==> config.mk <==
export PLATFORM = sky130hd
export DESIGN_NAME = hsv_rgb_pwm
export DESIGN_NICKNAME = d
export VERILOG_FILES = /design/src/rtl/hsv_rgb_pwm_pkg.sv /design/src/rtl/hsv_rgb_pwm_seq_div.sv /design/src/rtl/hsv_rgb_pwm.sv
export SDC_FILE = /design/constraint.sdc
export NUM_CORES = 1
export LEC_CHECK = 0
export BUFFER_PORTS_ARGS = -buffer_cell sky130_fd_sc_hd__clkbuf_2
export CORE_AREA = 2 2 171 173
export DETAILED_ROUTE_END_ITERATION = 10
export DIE_AREA = 0 0 173 175
export PLACE_DENSITY = 0.71
export SYNTH_ARGS = -nofsm -noshare
export SYNTH_HDL_FRONTEND = slang
export SYNTH_HIERARCHICAL = 1
export SYNTH_SLANG_ARGS = --single-unit
==> constraint.sdc <==
create_clock -name clk -period 17.2 [get_ports clk]
set_input_delay 1.72 -clock clk [delete_from_list [all_inputs] [get_ports clk]]
set_output_delay 1.72 -clock clk [all_outputs]
set_load 0.02 [all_outputs]
==> src/rtl/hsv_rgb_pwm_pkg.sv <==
// Shared definitions for the HSV -> RGB -> PWM LED block.
//   - state_t     : conversion FSM states
//   - HUE_WRAP    : hue values at or above this wrap back by this amount
//   - PCT_MAX     : saturation/value ceiling in percent
//   - SECTOR_DEG  : width of one hue sector in degrees
//   - CH_MAX      : full-scale colour channel
//   - DIV_BITS    : dividend width / iteration count of the sequential divider
//   - LATENCY     : cycles from input accept edge to out_valid
package hsv_rgb_pwm_pkg;

    typedef enum logic [2:0] {
        S_IDLE,
        S_CLAMP,
        S_SECTOR,
        S_DIV_V,
        S_DIV_C,
        S_DIV_X,
        S_ASSEMBLE
    } state_t;

    localparam logic [8:0] HUE_WRAP   = 9'd360;
    localparam logic [8:0] PCT_MAX    = 9'd100;
    localparam logic [8:0] SECTOR_DEG = 9'd60;
    localparam logic [7:0] CH_MAX     = 8'd255;

    localparam int DIV_BITS = 16;

    // Each DIV_* state: 1 start cycle, DIV_BITS iterations, 1 done cycle,
    // 1 capture cycle. Add CLAMP, SECTOR and ASSEMBLE.
    localparam int DIV_STATE_CYCLES = DIV_BITS + 3;
    localparam int LATENCY          = 3 + 3 * DIV_STATE_CYCLES;

    // Saturate a percentage to PCT_MAX.
    function automatic logic [8:0] pct_clamp(input logic [8:0] p);
        return (p > PCT_MAX) ? PCT_MAX : p;
    endfunction

endpackage

==> src/rtl/hsv_rgb_pwm_seq_div.sv <==
// Restoring sequential divider: 16-bit dividend / 8-bit divisor.
//   clk, reset   : clock, synchronous active-high reset
//   start        : load operands (ignored while a division is running)
//   dividend     : 16-bit unsigned numerator
//   divisor      : 8-bit unsigned denominator, must be non-zero
//   done         : one-cycle pulse, quotient/remainder valid from then on
//   quotient     : floor(dividend / divisor)
//   remainder    : dividend mod divisor
// Timing: start sampled at edge E, 16 iteration edges, done high after E+17.
module hsv_rgb_pwm_seq_div
    import hsv_rgb_pwm_pkg::*;
(
    input  logic        clk,
    input  logic        reset,
    input  logic        start,
    input  logic [15:0] dividend,
    input  logic [7:0]  divisor,
    output logic        done,
    output logic [15:0] quotient,
    output logic [7:0]  remainder
);

    logic [15:0] quo_reg;
    logic [7:0]  rem_reg;
    logic [7:0]  div_reg;
    logic [4:0]  cnt_reg;
    logic        busy_reg;
    logic        done_reg;

    // Partial remainder is always below the divisor, so the shifted value
    // fits in 9 bits and the post-subtract value fits back into 8.
    logic [8:0] rem_shift;
    logic       rem_ge;
    logic [8:0] rem_next;

    assign rem_shift = {rem_reg, quo_reg[15]};
    assign rem_ge    = (rem_shift >= {1'b0, div_reg});
    assign rem_next  = rem_ge ? (rem_shift - {1'b0, div_reg}) : rem_shift;

    always_ff @(posedge clk) begin
        if (reset) begin
            quo_reg  <= '0;
            rem_reg  <= '0;
            div_reg  <= '0;
            cnt_reg  <= '0;
            busy_reg <= 1'b0;
            done_reg <= 1'b0;
        end else begin
            done_reg <= 1'b0;
            if (busy_reg) begin
                if (cnt_reg == 5'(DIV_BITS)) begin
                    busy_reg <= 1'b0;
                    done_reg <= 1'b1;
                end else begin
                    rem_reg <= rem_next[7:0];
                    quo_reg <= {quo_reg[14:0], rem_ge};
                    cnt_reg <= cnt_reg + 5'd1;
                end
            end else if (start) begin
                quo_reg  <= dividend;
                rem_reg  <= '0;
                div_reg  <= divisor;
                cnt_reg  <= '0;
                busy_reg <= 1'b1;
            end
        end
    end

    assign done      = done_reg;
    assign quotient  = quo_reg;
    assign remainder = rem_reg;

endmodule

==> src/rtl/hsv_rgb_pwm.sv <==
// HSV to RGB converter driving three PWM outputs for the board RGB LED.
//   clk, reset          : clock, synchronous active-high reset
//   hue, sat, val       : 9-bit input triple (degrees, percent, percent)
//   in_valid, in_ready  : input handshake, accept on in_valid & in_ready
//   r, g, b             : last converted colour
//   out_valid           : one-cycle pulse when r/g/b update
//   led_r, led_g, led_b : PWM outputs, high while counter < duty
// One conversion at a time; latency is the constant LATENCY from the package.
module hsv_rgb_pwm
    import hsv_rgb_pwm_pkg::*;
#(
    parameter int PWM_BITS    = 8,
    parameter int MAX_LATENCY = 64
) (
    input  logic                clk,
    input  logic                reset,
    input  logic [8:0]          hue,
    input  logic [8:0]          sat,
    input  logic [8:0]          val,
    input  logic                in_valid,
    output logic                in_ready,
    output logic [PWM_BITS-1:0] r,
    output logic [PWM_BITS-1:0] g,
    output logic [PWM_BITS-1:0] b,
    output logic                out_valid,
    output logic                led_r,
    output logic                led_g,
    output logic                led_b
);

    state_t state_reg, state_next;
    logic   div_wait_reg, div_wait_next;
    logic   div_start;
    logic   div_capture;

    logic [8:0] hue_reg, sat_reg, val_reg;
    logic [2:0] sector_reg;
    logic [5:0] f_reg;
    logic [7:0] vs_reg, c_reg, x_reg;
    logic [7:0] r_reg, g_reg, b_reg;
    logic       out_valid_reg;

    logic [15:0] div_dividend;
    logic [7:0]  div_divisor;
    logic        div_done;
    logic [15:0] div_quo;
    logic [7:0]  div_rem;

    // ---------------- FSM ----------------
    always_ff @(posedge clk) begin
        if (reset) begin
            state_reg    <= S_IDLE;
            div_wait_reg <= 1'b0;
        end else begin
            state_reg    <= state_next;
            div_wait_reg <= div_wait_next;
        end
    end

    // Each DIV_* state kicks the divider on its first cycle and then waits
    // for done; div_wait_reg distinguishes the two phases.
    always_comb begin
        state_next    = state_reg;
        div_wait_next = div_wait_reg;
        div_start     = 1'b0;
        div_capture   = 1'b0;
        case (state_reg)
            S_IDLE:   if (in_valid) state_next = S_CLAMP;
            S_CLAMP:  state_next = S_SECTOR;
            S_SECTOR: state_next = S_DIV_V;
            S_DIV_V, S_DIV_C, S_DIV_X: begin
                if (!div_wait_reg) begin
                    div_start     = 1'b1;
                    div_wait_next = 1'b1;
                end else if (div_done) begin
                    div_wait_next = 1'b0;
                    div_capture   = 1'b1;
                    if (state_reg == S_DIV_V)      state_next = S_DIV_C;
                    else if (state_reg == S_DIV_C) state_next = S_DIV_X;
                    else                           state_next = S_ASSEMBLE;
                end
            end
            S_ASSEMBLE: state_next = S_IDLE;
            default:    state_next = S_IDLE;
        endcase
    end

    assign in_ready = (state_reg == S_IDLE) && !reset;

    // ---------------- sector / fraction ----------------
    // Unrolled compare-subtract chain; hue is already below 360 here, so
    // five steps are enough and the residue is the in-sector offset.
    logic [8:0] h_stage [0:5];
    logic [4:0] step_ge;
    logic [2:0] sector_calc;

    assign h_stage[0] = hue_reg;

    genvar gi;
    generate
        for (gi = 0; gi < 5; gi++) begin : g_sector
            assign step_ge[gi]   = (h_stage[gi] >= SECTOR_DEG);
            assign h_stage[gi+1] = step_ge[gi] ? (h_stage[gi] - SECTOR_DEG) : h_stage[gi];
        end
    endgenerate

    always_comb begin
        sector_calc = '0;
        for (int i = 0; i < 5; i++) begin
            sector_calc = sector_calc + {2'b00, step_ge[i]};
        end
    end

    // ---------------- divider operands ----------------
    logic [15:0] val16;
    logic [5:0]  f_sel;

    assign val16 = {7'd0, val_reg};
    // Odd sectors have a falling secondary component.
    assign f_sel = sector_reg[0] ? (6'd60 - f_reg) : f_reg;

    always_comb begin
        div_dividend = (val16 << 8) - val16;    // val * 255
        div_divisor  = PCT_MAX[7:0];
        case (state_reg)
            S_DIV_C: begin
                div_dividend = {8'd0, vs_reg} * {7'd0, sat_reg};
                div_divisor  = PCT_MAX[7:0];
            end
            S_DIV_X: begin
                div_dividend = {8'd0, c_reg} * {10'd0, f_sel};
                div_divisor  = SECTOR_DEG[7:0];
            end
            default: ;
        endcase
    end

    hsv_rgb_pwm_seq_div u_seq_div (
        .clk       (clk),
        .reset     (reset),
        .start     (div_start),
        .dividend  (div_dividend),
        .divisor   (div_divisor),
        .done      (div_done),
        .quotient  (div_quo),
        .remainder (div_rem)
    );

    // ---------------- channel assembly ----------------
    logic [7:0] m_val;
    logic [7:0] ch_r, ch_g, ch_b;

    assign m_val = vs_reg - c_reg;

    always_comb begin
        ch_r = '0;
        ch_g = '0;
        ch_b = '0;
        case (sector_reg)
            3'd0: begin ch_r = c_reg; ch_g = x_reg; end
            3'd1: begin ch_r = x_reg; ch_g = c_reg; end
            3'd2: begin ch_g = c_reg; ch_b = x_reg; end
            3'd3: begin ch_g = x_reg; ch_b = c_reg; end
            3'd4: begin ch_r = x_reg; ch_b = c_reg; end
            3'd5: begin ch_r = c_reg; ch_b = x_reg; end
            default: ;
        endcase
    end

    // ---------------- datapath registers ----------------
    always_ff @(posedge clk) begin
        if (reset) begin
            hue_reg       <= '0;
            sat_reg       <= '0;
            val_reg       <= '0;
            sector_reg    <= '0;
            f_reg         <= '0;
            vs_reg        <= '0;
            c_reg         <= '0;
            x_reg         <= '0;
            r_reg         <= '0;
            g_reg         <= '0;
            b_reg         <= '0;
            out_valid_reg <= 1'b0;
        end else begin
            out_valid_reg <= 1'b0;
            case (state_reg)
                S_IDLE: begin
                    if (in_valid) begin
                        hue_reg <= hue;
                        sat_reg <= sat;
                        val_reg <= val;
                    end
                end
                S_CLAMP: begin
                    // 511 - 360 < 360, so a single subtract suffices.
                    hue_reg <= (hue_reg >= HUE_WRAP) ? (hue_reg - HUE_WRAP) : hue_reg;
                    sat_reg <= pct_clamp(sat_reg);
                    val_reg <= pct_clamp(val_reg);
                end
                S_SECTOR: begin
                    sector_reg <= sector_calc;
                    f_reg      <= h_stage[5][5:0];
                end
                S_DIV_V: if (div_capture) vs_reg <= div_quo[7:0];
                S_DIV_C: if (div_capture) c_reg  <= div_quo[7:0];
                S_DIV_X: if (div_capture) x_reg  <= div_quo[7:0];
                S_ASSEMBLE: begin
                    // Sum is bounded by Vs <= CH_MAX, no overflow possible.
                    r_reg         <= ch_r + m_val;
                    g_reg         <= ch_g + m_val;
                    b_reg         <= ch_b + m_val;
                    out_valid_reg <= 1'b1;
                end
                default: ;
            endcase
        end
    end

    assign r         = r_reg;
    assign g         = g_reg;
    assign b         = b_reg;
    assign out_valid = out_valid_reg;

    // ---------------- PWM ----------------
    // led is registered from the next-state counter and duty, so it equals
    // (cnt < duty) for the current cycle while still coming straight from a flop.
    logic [PWM_BITS-1:0] cnt_reg, cnt_next;
    logic [PWM_BITS-1:0] ch_val [0:2];
    logic [2:0]          led_vec;

    assign cnt_next  = cnt_reg + PWM_BITS'(1);
    assign ch_val[0] = r_reg;
    assign ch_val[1] = g_reg;
    assign ch_val[2] = b_reg;

    always_ff @(posedge clk) begin
        if (reset) cnt_reg <= '0;
        else       cnt_reg <= cnt_next;
    end

    generate
        for (gi = 0; gi < 3; gi++) begin : g_pwm
            logic [PWM_BITS-1:0] duty_reg, duty_next;
            logic                led_reg;

            // Duty only changes at the period boundary to avoid glitches.
            assign duty_next = (cnt_reg == {PWM_BITS{1'b1}}) ? ch_val[gi] : duty_reg;

            always_ff @(posedge clk) begin
                if (reset) begin
                    duty_reg <= '0;
                    led_reg  <= 1'b0;
                end else begin
                    duty_reg <= duty_next;
                    led_reg  <= (cnt_next < duty_next);
                end
            end

            assign led_vec[gi] = led_reg;
        end
    endgenerate

    assign led_r = led_vec[0];
    assign led_g = led_vec[1];
    assign led_b = led_vec[2];

endmodule
==> summary.txt, run 1 <==
Run status
  • Status: complete, no violations

Timing
  • Final period util: 44.15%
  • Max-slew violation count: 0
  • Final Hold Viols: 0
  • RSZ-0062 raised after global routing: false
  • Setup violators final: 0
  • Setup tns final: 0 ps
  • Tmin final: 7593 ps
  • Fin worst setup slack: 9607 ps
  • Tightest Pin Transition: 995.0 ps
  • Fmax: approximately 130 MHz
  • Max-slew headroom: approximately 33%
  • Clk_skew: 10.94 ps

Worst setup path
  • CP required: around 17000 ps
  • CP peak stage delay: 660 ps
  • Crit path kind: reg2reg
  • CP startpoint kind: register
  • Crit path max fanout: 16
  • Setup crit start: hue_reg[2]
  • Crit-path slowest cell: dfxtp_1
  • R2R cell count: 29
  • Worst r2r src: hue_reg[2]
  • CP most frequent cell: ha_1
  • WP data arrival: 7870 ps
  • Critical Path End Type: register

Pwr
  • PwrDens: 70.87 nW/um^2
  • Leakage: 6.648 nW
  • Peak supply drop: 55.06 uV
  • Power, Total: roughly 0.0011 W

GRT
  • Vias in the first global route: between 10000 and 15000
  • Largest net degree at the start of global routing: 100
  • All-Layer GR Usage: 22.71%
  • Initial antenna violation count: 0
  • Total congestion overflow: 0
  • First-pass GRT wire length: 56.97 mm

Floorplanning
  • Total die area: 30280 um^2
  • Starting Density: 49.58%
  • Die Y: between 150 and 200 um
  • Die X-Extent: 173 um
  • Rows: 62
  • Boundary pin count: 59
  • Core box area: 28390 um^2

Synthesis
  • Mapped Avg Cell Area: 8.043 um^2
  • Synth top area cells: dfxtp_1, ha_1, fa_1, mux2i_1, nand2_1
  • Leading area contributor after synthesis: dfxtp_1
  • YS warnings: 6
  • Yosys cell types: 83
  • Post-synth top cells: nand2_1, nor2_1, dfxtp_1
  • Yosys top cell area share: 23.18%
  • Mapped Cells: 1750
  • Async SR Flop Fraction: 0%
  • Synthesized flop and latch total: 163
  • Ys flop type: dfxtp_1
  • Post-synthesis cell area: 14080 um^2
  • Post-synthesis sequential area ratio: between 20% and 30%
  • Top-count cell post-synth: nand2_1
  • Post-synth EDFFs: 0

CTS
  • CTS Root Cell: clkbuf_16
  • TritonCTS clock tree: yes
  • # hold bufs at CTS: 0
  • Cts repair resizes: 0
  • Clock tree buffer depth: 2
  • Post-CTS Setup Inserts: 0
  • Worst skew pair latency: between 400 and 500 ps
  • Clk sinks: 163
  • CTS buffer count: 17
  • H-tree Lvls: 4
  • Reg clk slew, reported paths: 80 ps

Routing
  • Post-route DRC: 0
  • DR iter-0 viols: 630
  • Sum of routed wire length over all layers: 33.38 mm
  • 1st-pass router iterations: 8
  • Avg Vias per Cell: 5.567
  • Routed Antenna Nets: 0
  • Via count: roughly 12000
  • Wire per inst: 15.63 um

Final layout
  • Post-route cell area: 15130 um^2
  • Largest register FFs: 24
  • # diodes: 0
  • Share of cells above drive strength 1: 6.735%
  • # nets final: 1971
  • Filler instances: 2704
  • Area Growth Syn to Fin: 7.467%

Hold path
  • Hold Path Cell Cnt: 2
  • Classification of the worst-slack hold path: reg2reg
  • Hold Crit Start: u_seq_div/remainder[7]

Run
  • Max Cap Viol: 0

Placement
  • Half-perimeter wire length after placement: 25.42 mm
  • Port Buffers: 58
  • Pre-CTS WS: 9608 ps
  • Cell Area, Placed: 14500 um^2
  • Gpl congestion: 0.8706
per-stage QoR:
stage	util [%]	cells	hold slack [ps]
2_1_floorplan	-	1753	425.8
3_3_place_gp	51.05	2104	439.6
3_5_place_dp	51.05	2104	449.3
4_1_cts	53.28	2136	467.1
5_1_grt	53.28	2136	481.2
6_report	53.28	2136	461.5
final timing paths:
path | endpoint | slack, ps
hold / removal | u_seq_div/remainder[7] | 460
setup reg to reg | sector_reg[1] | 9610
setup / recovery | sector_reg[1] | 9610
hold reg to reg | u_seq_div/remainder[7] | 460
cells in the final DEF (no fill, tap or decap), drive strengths merged, types with 5 or more instances in the layout:
cell type / netlist / final
mux2i: 78 / 78
nand2: 203 / 203
a31oi: 8 / 8
nand4: 5 / 5
o21ai: 52 / 52
conb: 2 / 5
xnor2: 62 / 62
a21oi: 137 / 137
a21o: 46 / 46
nor3: 22 / 22
a211oi: 34 / 34
nand2b: 16 / 16
buf: 15 / 7
o31ai: 11 / 11
a32oi: 5 / 5
xor2: 24 / 24
fa: 73 / 73
nor4: 10 / 10
a2111oi: 5 / 5
inv: 144 / 149
clkbuf: 82 / 74
ha: 129 / 129
clkinv: 0 / 10
a22oi: 10 / 10
and2: 62 / 62
nor2: 192 / 192
a22o: 11 / 11
and3: 8 / 8
nor2b: 20 / 20
o211ai: 12 / 12
o21bai: 15 / 15
or2: 7 / 7
dfxtp: 163 / 163
nand3b: 5 / 5
nand3: 31 / 31
layout make-up:
class / count / area, um^2 / share of cell area (%)
Multi-Input combinational cell: 1349 / 9873 / 65.27
Tap cell: 384 / 480.5 / 3.176
Inverter: 144 / 540.5 / 3.573
Timing Repair Buffer: 64 / 337.8 / 2.233
Clock buffer: 17 / 425.4 / 2.812
Sequential cell: 163 / 3263 / 21.57
Clock inverter: 15 / 206.4 / 1.365
layer usage:
metal  vias up  track usage, %  wire [um]
met5         -               0          0
met4         0           7.203        685
met3        48           3.307       1594
met2       292           37.97      15800
met1      5639           30.30      15290
li1       5913               -          -
critical path: cells and delay by family, from the launching register on:
family | cells | cell delay [ps]
xor gates and xnor gates | 3 | 880
adders and majority gates | 7 | 2280
and+or+nand+nor | 7 | 1270
muxes | 1 | 390
DFF | 1 | 660
buffers and inverters | 4 | 450
AOI/OAI and AO/OA | 7 | 1490
power by group:
group / switching [W] / internal (W)
Clock: 0.000196 / 0.000200
Sequential: 0.0000280 / 0.000391
Combinational: 0.000160 / 0.0000967
logic make-up (layout without fill, tap and decap cells):
group,after synthesis,count (layout),synth area share [%]
other,2,5,0.05335
and+or+nand+nor,594,594,19.31
AOI/OAI and AO/OA,382,382,17.71
muxes,80,80,5.796
xor gates and xnor gates,86,86,5.351
adders and majority gates,202,202,21.85
DFF,163,163,23.18
buffers and inverters,241,240,6.755
Power figures use the tool's default switching activity.
==> run 2, diff against run 1 <==
==> constraint.sdc (replaced) <==
create_clock -name clk -period 7.4 [get_ports clk]
set_input_delay 0.74 -clock clk [delete_from_list [all_inputs] [get_ports clk]]
set_output_delay 0.74 -clock clk [all_outputs]
set_load 0.02 [all_outputs]
==> run 2 against run 1 <==
Clock power increased by 130%. Sequential cell count unchanged. Combinational power increased by 140%. Clock-buffer cell count unchanged. Sequential power increased by 130%. Largest cell class unchanged. Highest routed layer unchanged.
==> summary.txt, run 2 (same netlist as run 1, synthesis figures left out) <==
Run status
  • Status: complete, no violations

Final layout
  • Largest register FFs: 24
  • # diodes: 0
  • Most frequent cells in the layout: nand2_1, nor2_1, dfxtp_1
  • Commonest non-fill, non-tap cell in the layout: nand2_1
  • Share of cells above drive strength 1: 7.281%
  • Filler instances: roughly 2600
  • # nets final: 1977
  • Area Growth Syn to Fin: 7.955%

Pwr
  • Leakage: 6.689 nW
  • Sw power: slightly above 0.0009 W
  • Switch share: 36.02%
  • Seq pwr share: 38.6%
  • PwrDens: 165.5 nW/um^2
  • Peak supply drop: 141.2 uV
  • Internal: 0.001609 W
  • Logic pwr share: around a quarter
  • Clock power share: 36.8%

Timing
  • Setup violators final: 0
  • Setup tns final: 0 ps
  • RSZ-0062 raised after global routing: false
  • Tmin final: 6918 ps
  • Clk_skew: between 15 and 20 ps
  • Final period util: 93.48%
  • Max-slew headroom: 33.33%
  • Final Hold Viols: 0
  • Max-slew violation count: 0
  • Tightest Pin Transition: 998.1 ps
  • Fmax: 144.6 MHz
  • Fin worst setup slack: 482.3 ps

Placement
  • Gpl congestion: 0.8810
  • Pre-CTS WS: approximately 330 ps
  • Port Buffers: 58
  • Half-perimeter wire length after placement: around 25 mm

Worst setup path
  • Crit path kind: reg2reg
  • R2R cell count: 30
  • WP data arrival: 7220 ps
  • Crit-path slowest cell: dfxtp_1
  • CP required: 7700 ps
  • CP peak stage delay: 470 ps
  • Crit path max fanout: 8
  • CP most frequent cell: ha_1
  • Critical Path End Type: register
  • CP startpoint kind: register

GRT
  • Total congestion overflow: 0
  • Largest net degree at the start of global routing: 62
  • First-pass GRT wire length: 57.17 mm
  • Vias in the first global route: 11830
  • Initial antenna violation count: 0
  • All-Layer GR Usage: between 20 and 25%

Floorplanning
  • Boundary pin count: 59
  • Die Y: 175 um
  • Total die area: 30280 um^2
  • Rows: between 60 and 70
  • Die X-Extent: roughly 170 um
  • Starting Density: 49.58%
  • Core box area: 28390 um^2

Hold path
  • Classification of the worst-slack hold path: reg2reg
  • Hold Path Cell Cnt: 2

CTS
  • TritonCTS clock tree: yes
  • Worst skew pair latency: 450 ps
  • CTS Root Cell: clkbuf_16
  • Clock tree buffer depth: 2
  • Clk sinks: 163
  • CTS buffer count: 17
  • H-tree Lvls: 4
  • Reg clk slew, reported paths: ~80 ps
  • # hold bufs at CTS: 0

Routing
  • Post-route DRC: 0
  • Avg Vias per Cell: 5.587
  • Sum of routed wire length over all layers: 33.58 mm
  • 1st-pass router iterations: 5
  • Wire per inst: around 16 um
  • Routed Antenna Nets: 0
  • DR iter-0 viols: 617
  • Via count: between 10000 and 15000

Run
  • Max Cap Viol: 0
## run 2: area by class of cell
| type | instances | area, um^2 | area share (%) |
|---|---|---|---|
| clock inverters | 15 | 206.4 | 1.359 |
| multi-input cells | 1349 | 9897 | 65.13 |
| clock buffers | 17 | 425.4 | 2.800 |
| flip-flops and latches | 163 | 3263 | 21.47 |
| repair buffers | 70 | 382.9 | 2.520 |
| inverters | 144 | 540.5 | 3.557 |
| well taps | 384 | 480.5 | 3.162 |
## run 2: repair_timing
action                                  CTS  global route
hold endpoints to repair                  0             0
endpoints found under the setup margin    0             4
gates resized for setup                   0             4
setup buffers                             0             2
## run 2: critical path: cells and delay by family (launching register included)
kind	cells	cell delay [ps]
and+or+nand+nor	8	1210
buffers and inverters	4	580
xor gates and xnor gates	3	680
AOI/OAI and AO/OA	8	1790
adders and majority gates	7	2040
DFF	1	470
## run 2: metrics by stage
stage	std cells	utilization, %	hold slack (ps)	power (W)	instance area (um^2)
final	2142	53.52	467.2	0.002516	15200
after global routing	2142	53.52	506.7	0.002644	15200
after CTS	2140	53.38	473.7	0.002514	15160
after detailed placement	2108	51.16	450.0	0.001592	14530
after global placement	2108	51.16	440.4	0.001581	14530
after floorplan	1753	-	425.8	0.001450	14090
## run 2: metal layers
layer | GRT usage (%) | vias to the layer above | wire (um)
met5 | 0 | - | 0
met4 | 5.968 | 0 | 480
met3 | 3.024 | 39 | 1476
met2 | 39.20 | 277 | 16120
met1 | 29.87 | 5721 | 15500
li1 | - | 5930 | -
## run 2: final timing paths
kind                            slack, ps                     end                    from
worst max-delay path                  480           sector_reg[1]              hue_reg[3]
worst min-delay path                  470  u_seq_div/remainder[7]  u_seq_div/remainder[7]
worst max register to register        480           sector_reg[1]              hue_reg[3]
worst min register to register        470  u_seq_div/remainder[7]  u_seq_div/remainder[7]
## run 2: power groups by stage
stage	clock network (W)	logic, W	registers [W]
6_report	0.000925	0.000618	0.000972
4_1_cts	0.000939	0.000605	0.000971
3_3_place_gp	0	0.000592	0.000989
5_1_grt	0.000970	0.000695	0.000979
2_1_floorplan	0	0.000498	0.000952
3_5_place_dp	0	0.000601	0.000991
